`src/rtl/obstacle_if.sv`:
```
// ---------------------------------------------------------------------------
// obstacle_if : car position in, obstacle/score/game status out
// Rev 1.0
// ---------------------------------------------------------------------------
`default_nettype none

interface obstacle_if;
  logic        start_n;
  logic [9:0]  car_h_pos;
  logic [8:0]  car_v_pos;
  logic [9:0]  obs_h_pos;
  logic [8:0]  obs_v_pos;
  logic [15:0] score;
  logic [3:0]  speed;
  logic [1:0]  game_state;
  logic        collision;
  logic        reset_game;

  modport master (
    input  start_n, car_h_pos, car_v_pos,
    output obs_h_pos, obs_v_pos, score, speed, game_state, collision, reset_game
  );

  modport slave (
    output start_n, car_h_pos, car_v_pos,
    input  obs_h_pos, obs_v_pos, score, speed, game_state, collision, reset_game
  );
endinterface

`default_nettype wire

```
`src/rtl/obstacle_engine.sv`:
```
// ---------------------------------------------------------------------------
// obstacle_engine : falling-obstacle game logic, collision, score and FSM
// Rev 1.0
// ---------------------------------------------------------------------------
`default_nettype none

module obstacle_engine #(
  parameter logic [25:0] TICK_DIV    = 26'd833_334,
  parameter logic [9:0]  PISTA_ESQ   = 10'd120,
  parameter logic [9:0]  PISTA_DIR   = 10'd520,
  parameter logic [9:0]  CAR_W       = 10'd50,
  parameter logic [8:0]  CAR_H       = 9'd80,
  parameter logic [9:0]  OBS_W       = 10'd50,
  parameter logic [8:0]  OBS_H       = 9'd80,
  parameter logic [8:0]  SCREEN_H    = 9'd480,
  parameter logic [3:0]  VEL_INI     = 4'd4,
  parameter logic [3:0]  VEL_MAX     = 4'd12,
  parameter logic [7:0]  CRASH_TICKS = 8'd60
) (
  input  logic       iVGA_CLK,
  input  logic       iRST,
  obstacle_if.master bus
);

  typedef enum logic [1:0] {
    IDLE  = 2'd0,
    RUN   = 2'd1,
    CRASH = 2'd2
  } state_t;

  // Offset range so that the obstacle's right edge never passes PISTA_DIR
  localparam logic [9:0] SPAWN_RANGE = PISTA_DIR - PISTA_ESQ - OBS_W;

  state_t      state, state_nxt;
  logic [25:0] tick_cnt;
  logic        tick;
  logic [9:0]  lfsr;
  logic [9:0]  obs_h, obs_h_nxt;
  logic [8:0]  obs_v, obs_v_nxt;
  logic [15:0] score_cnt, score_nxt;
  logic [3:0]  fall_speed, speed_nxt;
  logic [3:0]  level_cnt, level_nxt;
  logic [7:0]  crash_cnt, crash_nxt;
  logic        collision_flag, reset_pulse, reset_pulse_nxt;

  logic [9:0]  lfsr_x;
  logic [9:0]  spawn_off;
  logic [9:0]  spawn_h;
  logic [8:0]  nv;
  logic        overlap;

  assign tick = (tick_cnt == TICK_DIV - 26'd1);

  always_ff @(posedge iVGA_CLK or posedge iRST) begin
    if (iRST) begin
      tick_cnt <= 26'd0;
      lfsr     <= 10'h001;
    end else begin
      tick_cnt <= tick ? 26'd0 : tick_cnt + 26'd1;
      lfsr     <= {lfsr[8:0], lfsr[9] ^ lfsr[6]};
    end
  end

  assign lfsr_x    = {1'b0, lfsr[8:0]};
  assign spawn_off = (lfsr_x >= SPAWN_RANGE) ? (lfsr_x - SPAWN_RANGE) : lfsr_x;
  assign spawn_h   = PISTA_ESQ + spawn_off;

  // Widened so the right/bottom edge sums cannot wrap
  logic [10:0] car_h11, car_v11, obs_h11, obs_v11;
  assign car_h11 = {1'b0, bus.car_h_pos};
  assign car_v11 = {2'b00, bus.car_v_pos};
  assign obs_h11 = {1'b0, obs_h};
  assign obs_v11 = {2'b00, obs_v};

  assign overlap = (car_h11 < obs_h11 + {1'b0, OBS_W}) &&
                   (obs_h11 < car_h11 + {1'b0, CAR_W}) &&
                   (car_v11 < obs_v11 + {2'b00, OBS_H}) &&
                   (obs_v11 < car_v11 + {2'b00, CAR_H});

  assign nv = obs_v + {5'd0, fall_speed};

  always_comb begin
    state_nxt       = state;
    obs_h_nxt       = obs_h;
    obs_v_nxt       = obs_v;
    score_nxt       = score_cnt;
    speed_nxt       = fall_speed;
    level_nxt       = level_cnt;
    crash_nxt       = crash_cnt;
    reset_pulse_nxt = 1'b0;

    case (state)
      IDLE: begin
        if (!bus.start_n) begin
          state_nxt = RUN;
          score_nxt = 16'd0;
          speed_nxt = VEL_INI;
          level_nxt = 4'd0;
          obs_v_nxt = 9'd0;
          obs_h_nxt = spawn_h;
        end
      end

      RUN: begin
        if (overlap) begin
          state_nxt = CRASH;
        end else if (tick) begin
          if (nv >= SCREEN_H) begin
            obs_v_nxt = 9'd0;
            obs_h_nxt = spawn_h;
            score_nxt = (score_cnt == 16'hFFFF) ? score_cnt : score_cnt + 16'd1;
            if (level_cnt == 4'd9) begin
              level_nxt = 4'd0;
              if (fall_speed < VEL_MAX)
                speed_nxt = fall_speed + 4'd1;
            end else begin
              level_nxt = level_cnt + 4'd1;
            end
          end else begin
            obs_v_nxt = nv;
          end
        end
      end

      CRASH: begin
        if (tick) begin
          if (crash_cnt == CRASH_TICKS - 8'd1) begin
            state_nxt       = IDLE;
            crash_nxt       = 8'd0;
            reset_pulse_nxt = 1'b1;
          end else begin
            crash_nxt = crash_cnt + 8'd1;
          end
        end
      end

      default: state_nxt = IDLE;
    endcase
  end

  always_ff @(posedge iVGA_CLK or posedge iRST) begin
    if (iRST) begin
      state          <= IDLE;
      obs_h          <= 10'd220;
      obs_v          <= 9'd0;
      score_cnt      <= 16'd0;
      fall_speed     <= VEL_INI;
      level_cnt      <= 4'd0;
      crash_cnt      <= 8'd0;
      collision_flag <= 1'b0;
      reset_pulse    <= 1'b0;
    end else begin
      state          <= state_nxt;
      obs_h          <= obs_h_nxt;
      obs_v          <= obs_v_nxt;
      score_cnt      <= score_nxt;
      fall_speed     <= speed_nxt;
      level_cnt      <= level_nxt;
      crash_cnt      <= crash_nxt;
      collision_flag <= (state_nxt == CRASH);
      reset_pulse    <= reset_pulse_nxt;
    end
  end

  assign bus.obs_h_pos  = obs_h;
  assign bus.obs_v_pos  = obs_v;
  assign bus.score      = score_cnt;
  assign bus.speed      = fall_speed;
  assign bus.game_state = state;
  assign bus.collision  = collision_flag;
  assign bus.reset_game = reset_pulse;

endmodule

`default_nettype wire

```
`src/flat_wrapper.sv`:
```
// flat-port wrapper written by rule: the top's interface ports become plain ports
module obstacle_engine_flat 
#(
  parameter logic [25:0] TICK_DIV    = 26'd833_334,
  parameter logic [9:0]  PISTA_ESQ   = 10'd120,
  parameter logic [9:0]  PISTA_DIR   = 10'd520,
  parameter logic [9:0]  CAR_W       = 10'd50,
  parameter logic [8:0]  CAR_H       = 9'd80,
  parameter logic [9:0]  OBS_W       = 10'd50,
  parameter logic [8:0]  OBS_H       = 9'd80,
  parameter logic [8:0]  SCREEN_H    = 9'd480,
  parameter logic [3:0]  VEL_INI     = 4'd4,
  parameter logic [3:0]  VEL_MAX     = 4'd12,
  parameter logic [7:0]  CRASH_TICKS = 8'd60
)
  (iVGA_CLK, iRST, bus_start_n, bus_car_h_pos, bus_car_v_pos, bus_obs_h_pos, bus_obs_v_pos, bus_score, bus_speed, bus_game_state, bus_collision, bus_reset_game);
  obstacle_if bus_i ();
  input  logic iVGA_CLK;
  input  logic iRST;
  input wire logic [$bits(bus_i.start_n)-1:0] bus_start_n;
  input wire logic [$bits(bus_i.car_h_pos)-1:0] bus_car_h_pos;
  input wire logic [$bits(bus_i.car_v_pos)-1:0] bus_car_v_pos;
  output wire logic [$bits(bus_i.obs_h_pos)-1:0] bus_obs_h_pos;
  output wire logic [$bits(bus_i.obs_v_pos)-1:0] bus_obs_v_pos;
  output wire logic [$bits(bus_i.score)-1:0] bus_score;
  output wire logic [$bits(bus_i.speed)-1:0] bus_speed;
  output wire logic [$bits(bus_i.game_state)-1:0] bus_game_state;
  output wire logic [$bits(bus_i.collision)-1:0] bus_collision;
  output wire logic [$bits(bus_i.reset_game)-1:0] bus_reset_game;
  assign bus_i.start_n = bus_start_n;
  assign bus_i.car_h_pos = bus_car_h_pos;
  assign bus_i.car_v_pos = bus_car_v_pos;
  assign bus_obs_h_pos = bus_i.obs_h_pos;
  assign bus_obs_v_pos = bus_i.obs_v_pos;
  assign bus_score = bus_i.score;
  assign bus_speed = bus_i.speed;
  assign bus_game_state = bus_i.game_state;
  assign bus_collision = bus_i.collision;
  assign bus_reset_game = bus_i.reset_game;
  obstacle_engine #(.TICK_DIV(TICK_DIV), .PISTA_ESQ(PISTA_ESQ), .PISTA_DIR(PISTA_DIR), .CAR_W(CAR_W), .CAR_H(CAR_H), .OBS_W(OBS_W), .OBS_H(OBS_H), .SCREEN_H(SCREEN_H), .VEL_INI(VEL_INI), .VEL_MAX(VEL_MAX), .CRASH_TICKS(CRASH_TICKS)) u_core (.iVGA_CLK(iVGA_CLK), .iRST(iRST), .bus(bus_i));
endmodule
```
`config.mk`:
```
export PLATFORM = sky130hd
export DESIGN_NAME = obstacle_engine_flat
export DESIGN_NICKNAME = d
export VERILOG_FILES = /design/src/rtl/obstacle_if.sv /design/src/rtl/obstacle_engine.sv /design/src/flat_wrapper.sv
export SDC_FILE = /design/constraint.sdc
export NUM_CORES = 1
export LEC_CHECK = 0
export ABC_CLOCK_PERIOD_IN_PS = 2920
export CAP_MARGIN = 20
export CORE_AREA = 5 5 120 111
export DETAILED_ROUTE_END_ITERATION = 10
export DIE_AREA = 0 0 125 116
export PLACE_DENSITY = 0.76
export REMOVE_ABC_BUFFERS = 1
export SYNTH_ARGS = -nofsm -noshare
export SYNTH_HDL_FRONTEND = slang
export SYNTH_SLANG_ARGS = --single-unit
```
`constraint.sdc`:
```
create_clock -name iVGA_CLK -period 2.92 [get_ports iVGA_CLK]
set_input_delay 0.584 -clock iVGA_CLK [delete_from_list [all_inputs] [get_ports iVGA_CLK]]
set_output_delay 0.584 -clock iVGA_CLK [all_outputs]
set_load 0.01 [all_outputs]
```
==> flow_summary.ini, run 1 <==
[timing]
relSlewSlack_pct = 33.6
fin_crit_sh_pct = 105
rsz0062_at_grt = yes
fin_worst_skew_ns = 0.00699
setup_viol = 41
hold_viol_final = 0
slew_viol_final = 0
tightest_slew_ns = 0.996
setup_slack_ns = -0.141
max_freq_mhz = 327
min_period_ns = 3.06

[critical_path]
r2r_start = u_core.bus.obs_h_pos[2]$_DFFE_PP1P_
cp_max_fo = 8
startpoint = u_core.bus.obs_h_pos[2]$_DFFE_PP1P_
path_class = reg -> reg
cp_data_arrival_time_ns = 3.34
r2r_slack_ns = -0.14
rr_endpoint = u_core.bus.speed[0]$_DFFE_PP0P_
cp.required_ns = 3.20
worstSetupStartpointType = register
worst_setup_path_end_kind = register
reg2reg_depth = 14

[clock_tree]
cts_root_buf = clkbuf_16
cts_hold_buffers = 0
numCtsBuffers = 9
htreeDepth = 3
clk_path_buf_depth = 2
worstSkewPairLatency_ns = 0.35
cts.sinks = 91
cts_tree = built
path_clk_slew_ns = 0.07

[synthesis]
ys_types = 72
ys_seq_elements = 91
synth.largest_area_cell = dfrtp_1
yosysSeqAreaShare_pct = 37.8
synth.area.top_cells = dfrtp_1, ha_1, xnor2_1
syn_area_per_cell_sq_um = 9.51
netlist_top_cells_count = dfrtp_1, nor2_1, nand2_1
synth_edf_count = 0
syn_area_sq_um = 6050
yosysMostFrequentCell = dfrtp_1
async_flop_share_pct = 100
syn_inst = 636
yosys_warnings = 0
synth.top_cell.area_share_pct = 34.7
synthFlopType = dfrtp_1

[pwr]
pwr-share-comb_pct = 49.1
power_per_cell_area_nw_per_um2 = 651
peakVddDrop_mv = 0.327
p_clk_share_pct = 23.1
internal_power_w = 0.00328
p_sw_share_pct = 37.5
p_leak_nw = 3.69
seq_power_share_pct = 27.7
switchingPower_w = 0.00196

[status]
violations = negative setup slack
outcome = finished with violations

[placed_design]
routabilityCongestion = 0.858
post-dp-hpwl_microns = 11200
dp.cells = 906
io_buffers = 64
place_ws_ns = -0.954

[floorplanning]
die_h_microns = 116
num_rows = 38
pin_count = 65
initial_core_util_pct = 51.1
dieWidth_microns = 125
coreArea_sq_um = 11800
die_area_sq_um = 14500

[min_path]
whs_endpoint = u_core.lfsr[1]$_DFF_PP0_
min_path_type = reg -> reg
hp-start = u_core.lfsr[0]$_DFF_PP1_
min_path_cells = 0

[grt]
grt_max_degree = 92
grt_use_met3_pct = 4.61
use_met2_pct = 41.1
grt_usage_pct = 22.9
grt_first_pass_wirelength_microns = 27300
gr-usage-met1_pct = 27.0
gr-total-overflow = 0
grt.busiest_layer = met2
antenna_found_initial = 0
grt_pass1_vias = 5767

[drt]
ant_nets = 0
drt-wirelength-per-cell_microns = 17.7
drc = 0
num_vias = 5582
drt_iter0_markers = 455
wl_microns = 16700
viasPerCell = 5.93
drtPass1Iterations = 5

[cells_and_area]
drive_gt1_share_pct = 22.4
antenna_cells = 0
num-nets-final = 848
synthToLayoutAreaGrowth_pct = 33.1
instances_no_fill = 941

[flow_run]
maxCapViolations = 0
-- cell type report --
type,instances,area (sq um)
clock buffers,11,253
clock inverters,5,60.1
fillers,835,3790
inverters,30,114
multi-input cells,503,3870
flip-flops and latches,91,2290
well taps,160,200
repair buffers,141,1270
-- worst max path at each step --
stage / end / slack, ns / cells past startpoint
2_1_floorplan: u_core.bus.obs_h_pos[0]$_DFFE_PP0P_ / -0.24 / 11
3_3_place_gp: u_core.bus.score[0]$_DFFE_PP0P_ / -0.81 / 12
3_5_place_dp: u_core.bus.score[7]$_DFFE_PP0P_ / -0.95 / 12
4_1_cts: u_core.level_cnt[3]$_DFFE_PP0P_ / -0.09 / 13
5_1_grt: u_core.level_cnt[3]$_DFFE_PP0P_ / -0.29 / 10
6_report: u_core.bus.speed[0]$_DFFE_PP0P_ / -0.14 / 14
-- layout by cell type, fill, tap and decap left out, drive strengths merged, types with 7 or more instances in the layout --
master / Yosys / layout
a21o: 7 / 7
nor2: 52 / 52
nand2b: 7 / 7
buf: 7 / 82
ha: 49 / 49
or4: 9 / 9
and3: 26 / 26
dfstp: 7 / 7
a221o: 14 / 14
clkbuf: 9 / 11
a21oi: 26 / 26
nor3: 11 / 11
xor2: 29 / 29
nor4: 9 / 9
dlygate4sd2: 0 / 7
nand2: 51 / 51
nand3: 42 / 42
inv: 30 / 30
nand4: 14 / 14
mux2: 12 / 12
o21ai: 19 / 20
clkdlybuf4s50: 0 / 52
dfrtp: 84 / 84
xnor2: 33 / 33
-- sequential cells by signal, summed over array words and instances, names as in the netlist --
| signal | cells |
|---|---|
| u_core.tick_cnt | 26 |
| u_core.bus.score | 16 |
| u_core.bus.obs_h_pos | 10 |
| u_core.lfsr | 10 |
| u_core.bus.obs_v_pos | 9 |
| u_core.crash_cnt | 8 |
| u_core.bus.speed | 4 |
| u_core.level_cnt | 4 |
| u_core.bus.game_state | 2 |
| u_core.bus.collision | 1 |
| u_core.bus.reset_game | 1 |
-- routing by layer --
metal / wire [microns] / vias to the layer above
li1: - / 2620
met1: 6830 / 2705
met2: 8540 / 194
met3: 772 / 63
met4: 512 / 0
met5: 0 / -
-- power by group through the flow --
stage                     Sequential [W]  Clock [W]  Combinational [W]
final                            0.00145    0.00121            0.00258
after global routing             0.00146    0.00130            0.00278
after CTS                        0.00145    0.00123            0.00238
after detailed placement         0.00147          0            0.00203
after global placement           0.00146          0            0.00194
after floorplan                  0.00151          0            0.00108
-- logic make-up (layout without fill, tap and decap cells) --
kind of cell,after synthesis,after routing,synth area share [%]
DFF,91,91,37.8
AOI/OAI and AO/OA,113,116,14.0
and+or+nand+nor,256,257,22.3
buffers and inverters,46,187,3.12
xor gates and xnor gates,62,62,9.10
muxes,18,18,3.23
adders and majority gates,50,50,10.5
-- critical path, stage by stage, from the launching register on --
cell	delay, ns
dfstp_2	0.56
ha_1	0.19
a21oi_2	0.09
nand2b_1	0.12
nand2_1	0.10
xor2_1	0.15
ha_1	0.33
nand3_1	0.13
nor2_2	0.16
a21oi_4	0.10
buf_6	0.13
buf_6	0.11
a31o_4	0.25
or4_1	0.48
nand3_1	0.10
-- through the flow --
stage,util (%),hold slack [ns],power [W],setup TNS [ns],area (sq um)
after global routing,68.0,0.411,0.00554,-8.65,8050
after floorplan,-,0.382,0.00259,-6.38,5970
final,68.0,0.403,0.00524,-3.14,8050
after global placement,61.7,0.386,0.00340,-33.68,7310
after CTS,67.0,0.402,0.00506,-1.15,7930
after detailed placement,61.7,0.393,0.00349,-38.73,7310
-- repair_timing --
action	4_1_cts	5_1_grt
cloned	4	0
pin swaps	40	8
gates resized for setup	78	22
setup endpoints to repair	46	46
setup buffers	11	4
(Power assumes the default switching activity.)
==> run 2, diff against run 1 <==
--- a/config.mk
+++ b/config.mk
@@ -12,6 +12,7 @@
 export DIE_AREA = 0 0 125 116
 export PLACE_DENSITY = 0.76
 export REMOVE_ABC_BUFFERS = 1
+export SETUP_SLACK_MARGIN = 0.2
 export SYNTH_ARGS = -nofsm -noshare
 export SYNTH_HDL_FRONTEND = slang
 export SYNTH_SLANG_ARGS = --single-unit
==> flow_summary.ini, run 2 (same netlist as run 1, synthesis figures left out) <==
[pwr]
p_leak_nw = 3.67
peakVddDrop_mv = 0.330
power_w = 0.00520
power_per_cell_area_nw_per_um2 = 649

[drt]
drc = 0
wl_microns = 16300
num_vias = 5558
drt-wirelength-per-cell_microns = 17.4
viasPerCell = 5.92
ant_nets = 0
drtPass1Iterations = 5
drt_iter0_markers = 443

[timing]
fin_crit_sh_pct = 105
setup_slack_ns = -0.151
hold_ws_ns = 0.403
setup_viol = 41
max_freq_mhz = 326
tightest_slew_ns = 0.968
slew_viol_final = 0
rsz0062_at_grt = yes
fin_worst_skew_ns = 0.00873
min_period_ns = 3.07
relSlewSlack_pct = 35.5
hold_viol_final = 0

[floorplanning]
num_rows = 38
coreArea_sq_um = 11800
dieWidth_microns = 125
pin_count = 65
die_h_microns = 116
initial_core_util_pct = 51.1
die_area_sq_um = 14500

[critical_path]
path_class = in -> reg
cp_data_arrival_time_ns = 3.32
rr_endpoint = u_core.level_cnt[3]$_DFFE_PP0P_
r2r_slack_ns = -0.15
path_common_cell = buf_6
r2r_start = u_core.bus.obs_h_pos[2]$_DFFE_PP1P_
cp.required_ns = 3.17
worst_path_dominant_cell_family = compound AO/OA/AOI/OAI gates
cp_max_fo = 6
reg2reg_depth = 13
crit_slowest_cell = a311o_1
cp_cell_sequence = buf_6 -> a311o_1 -> xnor2_1 -> ha_1 -> buf_4 -> a221o_1 -> a31oi_2 -> o32a_4 -> buf_12 -> a31oi_4 -> a22o_4 -> buf_6 -> o211ai_1
critPathMaxStageDelay_ns = 0.38
worst_setup_path_end_kind = register
worstSetupStartpointType = input pin
crit_buf_inv = 4

[clock_tree]
cts.sinks = 91
worstSkewPairLatency_ns = 0.35
cts_tree = built
path_clk_slew_ns = 0.07
numCtsBuffers = 9
clk_path_buf_depth = 2
cts_root_buf = clkbuf_16
cts_hold_buffers = 0
htreeDepth = 3

[cells_and_area]
regMostFlops = u_core.tick_cnt
num-nets-final = 846
instances_no_fill = 939
mostFrequentLayoutCell = dfrtp_1
synthToLayoutAreaGrowth_pct = 32.5
largest_reg_flops = 26
nFillCells = 851
final_cell_mix = dfrtp_1, buf_4, clkdlybuf4s50_1
antenna_cells = 0
drive_gt1_share_pct = 21.8

[min_path]
min_path_type = reg -> reg
whs_endpoint = u_core.lfsr[1]$_DFF_PP0_
hp-start = u_core.lfsr[0]$_DFF_PP1_
min_path_cells = 0

[grt]
grt_max_degree = 92
grt_pass1_vias = 5714
grt_first_pass_wirelength_microns = 27600
antenna_found_initial = 0
grt_usage_pct = 23.1
gr-total-overflow = 0

[flow_run]
maxCapViolations = 0

[placed_design]
io_buffers = 64
routabilityCongestion = 0.858
dp.cells = 906
post-dp-hpwl_microns = 11200

[status]
outcome = finished with violations
violations = negative setup slack
## run 2: cell types whose count changed in the layout (fill, tap and decap cells not counted), moves of 2 or more
cell	previous run	this run
buf_4	63	59
buf_6	12	14
nand3_2	4	2
nand3_1	38	40
## run 2: worst max-delay path by stage
stage | from | to | slack, ns | cells after the start
finish | bus_car_h_pos[2] | u_core.level_cnt[3]$_DFFE_PP0P_ | -0.15 | 13
global route | u_core.bus.obs_h_pos[2]$_DFFE_PP1P_ | u_core.level_cnt[3]$_DFFE_PP0P_ | -0.23 | 13
CTS | bus_car_h_pos[2] | u_core.level_cnt[3]$_DFFE_PP0P_ | -0.09 | 13
detailed placement | bus_car_h_pos[1] | u_core.bus.score[7]$_DFFE_PP0P_ | -0.95 | 12
global placement | bus_car_h_pos[1] | u_core.bus.score[0]$_DFFE_PP0P_ | -0.81 | 12
floorplan | bus_car_h_pos[1] | u_core.bus.obs_h_pos[0]$_DFFE_PP0P_ | -0.24 | 11
## run 2: stage by stage
step / setup TNS [ns] / setup WS [ns] / utilization [%] / area [sq um]
6_report: -3.76 / -0.151 / 67.7 / 8020
5_1_grt: -7.00 / -0.226 / 67.7 / 8020
4_1_cts: -1.17 / -0.0897 / 67.3 / 7970
3_5_place_dp: -38.73 / -0.954 / 61.7 / 7310
3_3_place_gp: -33.68 / -0.814 / 61.7 / 7310
2_1_floorplan: -6.38 / -0.245 / - / 5970
## run 2: where the power goes
group          switching (W)  internal (W)
sequential          0.000104       0.00135
combinational        0.00134       0.00119
clock               0.000499      0.000713
## run 2: layer usage
metal  global-route usage [%]  routed length, microns  part of all wire, %
met5                        0                       0                    0
met3                     4.52                     736                  4.5
met4                     9.32                     490                  3.0
met2                     41.4                    8370                   51
met1                     27.7                    6720                   41
## run 2: repair_timing
item,CTS,global route
endpoints found under the setup margin,46,46
resized for setup,87,10
buffers inserted,12,1
cloned,4,0
pin swaps,47,10
## run 2: final cells by class
type | instances | area [sq um] | area share (%)
clock buffers | 11 | 253 | 3.15
clock inverters | 5 | 60.1 | 0.749
flip-flops and latches | 91 | 2290 | 28.5
multi-input cells | 503 | 3840 | 47.9
well taps | 160 | 200 | 2.50
inverters | 30 | 114 | 1.42
repair buffers | 139 | 1260 | 15.8
